--- config.mk ---
export PLATFORM = sky130hd
export DESIGN_NAME = dlatch_exerciser
export DESIGN_NICKNAME = d
export VERILOG_FILES = /design/src/rtl/dlatch_exerciser_pkg.sv /design/src/rtl/dlx_lfsr8.sv /design/src/rtl/dlatch_exerciser.sv
export SDC_FILE = /design/constraint.sdc
export NUM_CORES = 1
export LEC_CHECK = 0
export CORE_MARGIN = 1.5
export CORE_UTILIZATION = 40
export CTS_BUF_LIST = sky130_fd_sc_hd__clkbuf_4 sky130_fd_sc_hd__clkbuf_8 sky130_fd_sc_hd__clkbuf_16
export DETAILED_ROUTE_END_ITERATION = 6
export PLACE_DENSITY = 0.72
export SLEW_MARGIN = 20
export SYNTH_ARGS = -nofsm -noshare
export SYNTH_HDL_FRONTEND = slang
export SYNTH_HIERARCHICAL = 1
export SYNTH_SLANG_ARGS = --single-unit
--- constraint.sdc ---
create_clock -name clk -period 4.8 [get_ports clk]
set_clock_uncertainty 0.2 [all_clocks]
set_input_delay 1.44 -clock clk [delete_from_list [all_inputs] [get_ports clk]]
set_output_delay 1.44 -clock clk [all_outputs]
set_load 0.03 [all_outputs]
--- src/rtl/dlatch_exerciser_pkg.sv ---
// Shared types and constants for the gated D latch exerciser.
// Holds the FSM encoding, the LFSR tap mask, the default seed and the vector-0 constants.
package dlatch_exerciser_pkg;

  typedef enum logic [2:0] {
    ST_IDLE,
    ST_DRIVE,
    ST_SETTLE,
    ST_SAMPLE,
    ST_DONE
  } state_t;

  // Taps 8,6,5,4 of an 8-bit Fibonacci LFSR, shifted toward the MSB.
  localparam logic [7:0] LFSR_TAPS    = 8'hB8;
  localparam logic [7:0] DEFAULT_SEED = 8'hA5;

  // Vector 0 opens the latch with d=0 so both the latch and the model start known.
  localparam logic VEC0_E = 1'b1;
  localparam logic VEC0_D = 1'b0;

  function automatic logic [7:0] lfsr_next(input logic [7:0] s);
    return {s[6:0], ^(s & LFSR_TAPS)};
  endfunction

  // An all-zero seed would lock the LFSR up.
  function automatic logic [7:0] seed_fix(input logic [7:0] s);
    return (s == 8'h00) ? 8'h01 : s;
  endfunction

endpackage

--- src/rtl/dlx_lfsr8.sv ---
// 8-bit Fibonacci LFSR used as the latch vector source.
// Loads the (zero-protected) seed on reset or load; advances one step on step.
module dlx_lfsr8
  import dlatch_exerciser_pkg::*;
(
  input  logic       clk,
  input  logic       rst_n,
  input  logic       load,
  input  logic [7:0] seed,
  input  logic       step,
  output logic [7:0] state
);

  always_ff @(posedge clk) begin
    if (!rst_n) begin
      state <= seed_fix(seed);
    end else if (load) begin
      state <= seed_fix(seed);
    end else if (step) begin
      state <= lfsr_next(state);
    end
  end

endmodule

--- src/rtl/dlatch_exerciser.sv ---
// Stimulus/response harness for a gated D latch: drives d/e from an LFSR, tracks a golden latch model and scores q/qbar.
// Optional first-failure capture is enabled by defining DLATCH_EXERCISER_FIRST_FAIL_EN.
module dlatch_exerciser
  import dlatch_exerciser_pkg::*;
#(
  parameter int         N_VECTORS     = 16,
  parameter int         SETTLE_CYCLES = 2,
  parameter logic [7:0] LFSR_SEED     = DEFAULT_SEED,
  parameter int         CNT_W         = 8
) (
  input  logic             clk,
  input  logic             rst_n,
  input  logic             start,
  input  logic             lat_q,
  input  logic             lat_qbar,
  output logic             lat_d,
  output logic             lat_e,
  output logic             busy,
  output logic             done,
  output logic             pass,
  output logic [CNT_W-1:0] err_count,
  output logic [7:0]       vec_idx
`ifdef DLATCH_EXERCISER_FIRST_FAIL_EN
  ,
  output logic             first_fail_valid,
  output logic [7:0]       first_fail_idx
`endif
);

  localparam int         SET_W    = (SETTLE_CYCLES > 1) ? $clog2(SETTLE_CYCLES) : 1;
  localparam logic [7:0] LAST_VEC = 8'(N_VECTORS - 1);

  state_t           state, state_nxt;
  logic [SET_W-1:0] settle_cnt;
  logic             settle_last;
  logic             last_vec;
  logic             mq;
  logic             lfsr_load;
  logic             lfsr_step;
  logic [7:0]       lfsr_state;
  logic             drv_d;
  logic             drv_e;
  logic             mismatch;
  logic [CNT_W-1:0] err_nxt;
  logic             unused_lfsr_hi;

  dlx_lfsr8 u_lfsr (
    .clk   (clk),
    .rst_n (rst_n),
    .load  (lfsr_load),
    .seed  (LFSR_SEED),
    .step  (lfsr_step),
    .state (lfsr_state)
  );

  assign unused_lfsr_hi = ^lfsr_state[7:2];
  assign settle_last    = (settle_cnt == SET_W'(SETTLE_CYCLES - 1));
  assign last_vec       = (vec_idx == LAST_VEC);
  assign busy           = (state == ST_DRIVE) || (state == ST_SETTLE) || (state == ST_SAMPLE);

  always_ff @(posedge clk) begin
    if (!rst_n) begin
      state <= ST_IDLE;
    end else begin
      state <= state_nxt;
    end
  end

  always_comb begin
    state_nxt = state;
    lfsr_load = 1'b0;
    lfsr_step = 1'b0;
    mismatch  = 1'b0;
    drv_e     = (vec_idx == 8'd0) ? VEC0_E : lfsr_state[1];
    drv_d     = (vec_idx == 8'd0) ? VEC0_D : lfsr_state[0];
    case (state)
      ST_IDLE: begin
        if (start) begin
          state_nxt = ST_DRIVE;
          lfsr_load = 1'b1;
        end
      end
      ST_DRIVE:  state_nxt = ST_SETTLE;
      ST_SETTLE: begin
        if (settle_last) state_nxt = ST_SAMPLE;
      end
      ST_SAMPLE: begin
        // A healthy latch matches the model and keeps its outputs complementary.
        mismatch  = (lat_q != mq) || (lat_qbar != ~lat_q);
        lfsr_step = 1'b1;
        state_nxt = last_vec ? ST_DONE : ST_DRIVE;
      end
      ST_DONE:   state_nxt = ST_IDLE;
      default:   state_nxt = ST_IDLE;
    endcase
  end

  always_comb begin
    err_nxt = err_count;
    if (mismatch && (err_count != {CNT_W{1'b1}})) begin
      err_nxt = err_count + 1'b1;
    end
  end

  always_ff @(posedge clk) begin
    if (!rst_n) begin
      lat_d      <= 1'b0;
      lat_e      <= 1'b0;
      done       <= 1'b0;
      pass       <= 1'b0;
      err_count  <= '0;
      vec_idx    <= 8'd0;
      mq         <= 1'b0;
      settle_cnt <= '0;
    end else begin
      done <= 1'b0;
      case (state)
        ST_IDLE: begin
          if (start) begin
            err_count <= '0;
            pass      <= 1'b0;
            vec_idx   <= 8'd0;
          end
        end
        ST_DRIVE: begin
          lat_d      <= drv_d;
          lat_e      <= drv_e;
          settle_cnt <= '0;
          if (drv_e) mq <= drv_d;
        end
        ST_SETTLE: begin
          settle_cnt <= settle_cnt + 1'b1;
        end
        ST_SAMPLE: begin
          err_count <= err_nxt;
          if (last_vec) begin
            // Verdict includes this final sample; close the latch so it holds.
            done  <= 1'b1;
            pass  <= (err_nxt == '0);
            lat_e <= 1'b0;
          end else begin
            vec_idx <= vec_idx + 8'd1;
          end
        end
        default: ;
      endcase
    end
  end

`ifdef DLATCH_EXERCISER_FIRST_FAIL_EN
  always_ff @(posedge clk) begin
    if (!rst_n) begin
      first_fail_valid <= 1'b0;
      first_fail_idx   <= 8'd0;
    end else if ((state == ST_IDLE) && start) begin
      first_fail_valid <= 1'b0;
      first_fail_idx   <= 8'd0;
    end else if (mismatch && !first_fail_valid) begin
      first_fail_valid <= 1'b1;
      first_fail_idx   <= vec_idx;
    end
  end
`endif

endmodule

==> results of run 1 <==
## logic make-up (layout without fill, tap and decap cells)
kind of cell / Yosys count / after routing / synth area share, %
DFF: 33 / 33 / 38.9
xor gates and xnor gates: 9 / 9 / 4.14
AOI/OAI and AO/OA: 45 / 45 / 17.4
other: 2 / 15 / 0.395
muxes: 11 / 11 / 7.63
buffers and inverters: 16 / 40 / 4.54
and+or+nand+nor: 81 / 81 / 25.0
adders and majority gates: 3 / 3 / 1.97
## sequential cells by signal, indices dropped and copies added (netlist names)
name / count
done: 1
err_count: 8
lat_d: 1
lat_e: 1
mq: 1
pass: 1
settle_cnt: 1
state: 3
u_lfsr/state: 8
vec_idx: 8
## power breakdown
part	internal, mW	switching (mW)
Sequential	0.303	0.0133
Clock	0.159	0.101
Combinational	0.0438	0.0506
Total	0.506	0.165
## Yosys cell counts, drive strengths merged (2+ instances only)
cell | number | area [um^2]
a211oi | 2 | 20.0
a21oi | 8 | 43.8
a311oi | 3 | 26.3
a31oi | 3 | 18.8
and2 | 2 | 12.5
and3 | 2 | 12.5
and4 | 2 | 17.5
buf | 4 | 41.3
clkbuf | 5 | 18.8
conb | 2 | 7.51
dfxtp | 25 | 500
edfxtp | 8 | 240
ha | 3 | 37.5
inv | 7 | 26.3
mux2 | 7 | 105
mux2i | 4 | 40.0
nand2 | 8 | 30.0
nand2b | 6 | 37.5
nand3 | 6 | 30.0
nor2 | 24 | 90.1
nor2b | 2 | 20.0
nor3 | 10 | 61.3
nor3b | 2 | 15.0
nor4 | 8 | 71.3
nor4b | 2 | 17.5
o211a | 2 | 20.0
o211ai | 3 | 36.3
o21ai | 13 | 65.1
o31ai | 2 | 15.0
or3b | 3 | 28.8
xnor2 | 7 | 61.3
xor2 | 2 | 17.5
## worst max-delay path: stages
cell and delay, ns:
clkdlybuf4s50_1 0.47, or3b_4 0.41, a21oi_1 0.55, nand2b_1 0.14
a22oi_1 0.21, nor2_1 0.05
## layer usage
layer	track usage, %	vias up	part of all wire [%]
met2	24.2	22	44
met3	4.72	5	3.0
met4	5.45	0	1.3
met1	23.8	740	52
met5	0	-	0
li1	-	797	-
## cell type report
cell class,instances,area (um^2),share of cell area (%)
multi-input combinational,164,1120,48.5
sequential,33,741,32.0
timing repair buffer,25,250,10.8
clock buffer,6,76.3,3.30
tap,52,65.1,2.81
clock inverter,2,33.8,1.46
inverter,7,26.3,1.13
## worst max path at each step
| stage | depth (start not counted) | endpoint | slack, ns |
|---|---|---|---|
| after floorplan | 5 | vec_idx[7] | 1.78 |
| after global placement | 5 | pass | 1.19 |
| after detailed placement | 5 | pass | 1.14 |
| after CTS | 5 | pass | 1.45 |
| after global routing | 5 | pass | 1.34 |
| final | 6 | vec_idx[1] | 1.48 |
==> run metrics, run 1 <==
worst r2r src=state[1]; syn avg cell area=9.51 um^2; grt ovf=0; Synth Register Bits=33; FF-to-FF path depth=6; pre-CTS WS=1.14 ns; Rows=24; via count of the routed design=1564; post-synthesis cell count=200; MaxCap Viol Count=0; Util after Layout=51.8%; maximum clock insertion buffer count=2; Slew @ Worst Pin=between 0.6 and 0.7 ns; setup violators final=0; unrepaired setup endpoints after global routing=false; relative slew slack=55.1%; total number of H-tree levels=2; Die H=72.0 um; Die W=around 72 um; ratio of cells with drive above 1 in the final layout=11.8%; Reg-to-Reg End=err_count[6]; initial antenna violation count=0; crit path kind=in2reg; hold_sp=lat_d; FFs w/ async S/R, synth=0%; pwr dens=290 nW/um^2; Critical Path Fanout Max=8; top_reg_cell synth=dfxtp_1; TritonCTS Sinks=33; IO Pins=26; fin crit share=69.1%; hold slack=0.311 ns; critical path capture point type=flop; fin worst setup slack=about 1.5 ns; # diodes=0; minimum clock period=3.32 ns; Final Instance Area=2320 um^2; total placed cells including tap cells=281; Netlist cell types=56; setup TNS=0 ns; # nets final=244; leakage power=0.820 nW; Initial Utilization=42.5%; hold_buf cts=0; dpl cell area=2210 um^2; WL/cell=13.8 um; Via density=about 5.4; routability congestion estimate=0.837; final antenna-violating net count=0; clock-pin slew on the worst setup and hold paths=0.07 ns; HPWL Detailed=2810 um; drt pass-1 iters=4; Synth-to-Final Area Change=21.8%; Core Region=roughly 4500 um^2; total power after layout=0.671 mW; pin count of the biggest net entering global routing=17; CP Data Arrival Time=around 3.3 ns; clock root cell=clkbuf_8; EDFF count, synth=8; DRC=0; outcome=finished, final reports clean; clock buffer count from CTS=5; CTS tree=done; Total Routing Usage GR=16.6%; Cell Area, Synth=roughly 1900 um^2; Endpoint, Worst Hold=lat_d; Finished Layout Cells=289; vias in the first global route=1431; crit path launch=start; Hold Path Stages=2; clock latency on the worst-skew pair=slightly below 0.3 ns; die area=5180 um^2; CP required=around 4.8 ns; fmax=approximately 0.3 GHz; Startpoint Class=input pin; Port Buf Inserts=25; Max Slew Vio Count=0; Fillers=433; Synth Warn #=6; final-report hold violation count=0; commonest non-fill, non-tap cells in the layout=dfxtp_1, clkdlybuf4s50_1, nor2_1; post-CTS setup buffer count=0; post-cts resize count=0; Reg2Reg Setup Slack=2.49 ns; first-pass GRT wire length=between 6000 and 7000 um; total wire length=3980 um; VDD IR max=0.0995 mV; drt initial violations=95; Hold Crit Class=reg2reg; sequential share of the synthesized area=between 30% and 40%
(Power assumes the default switching activity.)
==> run 2, diff against run 1 <==
==> constraint.sdc (replaced) <==
create_clock -name clk -period 3.3 [get_ports clk]
set_clock_uncertainty 0.2 [all_clocks]
set_input_delay 0.99 -clock clk [delete_from_list [all_inputs] [get_ports clk]]
set_output_delay 0.99 -clock clk [all_outputs]
set_load 0.03 [all_outputs]
==> run 2 against run 1 <==
  * Global-route usage is essentially flat
  * Worst hold slack gained 0.0019 ns
  * Routed wire length grew 2.6%
  * Largest power group unchanged
  * Setup slack lost 1.0 ns
  * Power grew 40%
  * Combinational power grew 53%
  * Sequential cell count is the same
  * Clock power grew 28%
  * Final cell count grew 1.4%
  * Register-to-register slack lost 1.5 ns
  * Critical path depth is the same
  * Highest routed layer unchanged
  * Clock-buffer cell count grew 2
  * Largest cell class unchanged
  * Critical path type unchanged
==> run metrics, run 2 (synthesized netlist as in run 1, its figures left out) <==
via count of the routed design=1602; maximum clock insertion buffer count=2; Die W=72.0 um; CP bufs+invs=1; DRC=0; Slew @ Worst Pin=0.506 ns; routability congestion estimate=0.829; TritonCTS Sinks=33; worst r2r src=state[2]; Total Routing Usage GR=16.6%; FF-to-FF path depth=6; CP Data Arrival Time=around 2.8 ns; CP required=3.28 ns; Initial Utilization=42.5%; critical path capture point type=flop; hold_sp=settle_cnt; top flop regs=err_count (8), u_lfsr/state (8), vec_idx (8); ratio of cells with drive above 1 in the final layout=13.7%; VDD IR max=approximately 0.15 mV; highest metal used=met4; MaxCap Viol Count=0; Hold Crit Class=reg2reg; Critical Path Fanout Max=6; IO Pins=26; vias in the first global route=between 1000 and 1500; drt initial violations=49; clock-pin slew on the worst setup and hold paths=around 0.070 ns; clock latency on the worst-skew pair=0.29 ns; CTS tree=done; Port Buf Inserts=25; drt pass-1 iters=4; first-pass GRT wire length=6740 um; grt ovf=0; Max Slew Vio Count=0; DR WL met2=1900 um; commonest non-fill, non-tap cells in the layout=dfxtp_1, clkdlybuf4s50_1, nor2_1; CP peak stage delay=around 0.48 ns; # diodes=0; Reg-to-Reg End=pass; outcome=finished, final reports clean; initial antenna violation count=0; crit path kind=in2reg; wl on met1=1960 um; # nets final=248; pwr dens=slightly above 400 nW/um^2; WL/cell=13.9 um; hold slack=~0.31 ns; total wire length=4080 um; final antenna-violating net count=0; Core Region=~4500 um^2; post-CTS setup buffer count=0; Die H=72.0 um; pin count of the biggest net entering global routing=17; clock buffer count from CTS=5; Via density=~5.5; leakage power=0.835 nW; post-cts resize count=0; relative slew slack=65.8%; fin crit share=between 80% and 90%; minimum clock period=2.84 ns; Reg2Reg Setup Slack=1.04 ns; clock root cell=clkbuf_8; Endpoint, Worst Hold=settle_cnt; CP max stage cell=clkdlybuf4s50_1; HPWL Detailed=2950 um; hold_buf cts=0; crit path launch=start; final-report hold violation count=0; setup TNS=0 ns; Startpoint Class=input pin; unrepaired setup endpoints after global routing=false; setup violators final=0; Rows=24; Hold Path Stages=2; CP top delay family=simple AND/OR/NAND/NOR gates; Synth-to-Final Area Change=22.7%; met3 WL=185 um; fmax=0.353 GHz; CP Cell Sequence=clkdlybuf4s50_1 -> or3b_4 -> a21o_4 -> nor4_4 -> a311oi_1 -> a41o_1; total number of H-tree levels=2; die area=5180 um^2
run 2: cell types whose count changed in the layout (fill, tap and decap cells not counted):
| cell | delta |
|---|---|
| clkinv_1 | -1 |
| bufinv_16 | -1 |
| buf_4 | +4 |
| clkbuf_8 | +1 |
| clkbuf_4 | +1 |
run 2: worst max path at each step:
stage,to,slack (ns),cells after the start
after CTS,vec_idx[7],0.45,6
after global routing,vec_idx[7],0.39,6
after global placement,vec_idx[7],0.19,6
final,vec_idx[7],0.46,6
after floorplan,vec_idx[7],0.73,5
after detailed placement,vec_idx[7],0.15,6
run 2: worst reg2reg max path, stage by stage (launching register included):
cell       delay, ns
dfxtp_1         0.42
nand3b_1        0.41
inv_2           0.26
o211ai_4        0.19
nor4b_1         0.39
a2bb2oi_1       0.13
o31ai_1         0.18
run 2: power by group:
group,switching (mW),internal [mW],total (mW)
Clock,0.148,0.187,0.334
Sequential,0.0190,0.441,0.460
Combinational,0.0752,0.0689,0.144
Total,0.242,0.696,0.938
run 2: per-layer routing:
| metal | vias to the layer above | global-route usage [%] |
|---|---|---|
| met3 | 4 | 3.89 |
| met4 | 0 | 6.71 |
| met2 | 41 | 26.7 |
| met5 | - | 0 |
| li1 | 809 | - |
| met1 | 748 | 21.5 |
run 2: area by class of cell:
class,count,area (um^2)
Fill cell,421,2140
Sequential cell,33,741
Clock buffer,8,97.6
Multi-Input combinational cell,164,1120
Timing Repair Buffer,29,280
Tap cell,52,65.1
Inverter,7,26.3
run 2: metrics by stage:
stage	utilization, %	cells	area (um^2)	power, mW	worst slack [ns]
after global placement	50.0	285	2240	0.610	0.190
after global routing	52.2	293	2330	0.981	0.395
after CTS	52.2	293	2330	0.950	0.454
final	52.2	293	2330	0.938	0.463
after floorplan	-	213	1950	0.577	0.726
after detailed placement	50.0	285	2240	0.613	0.148
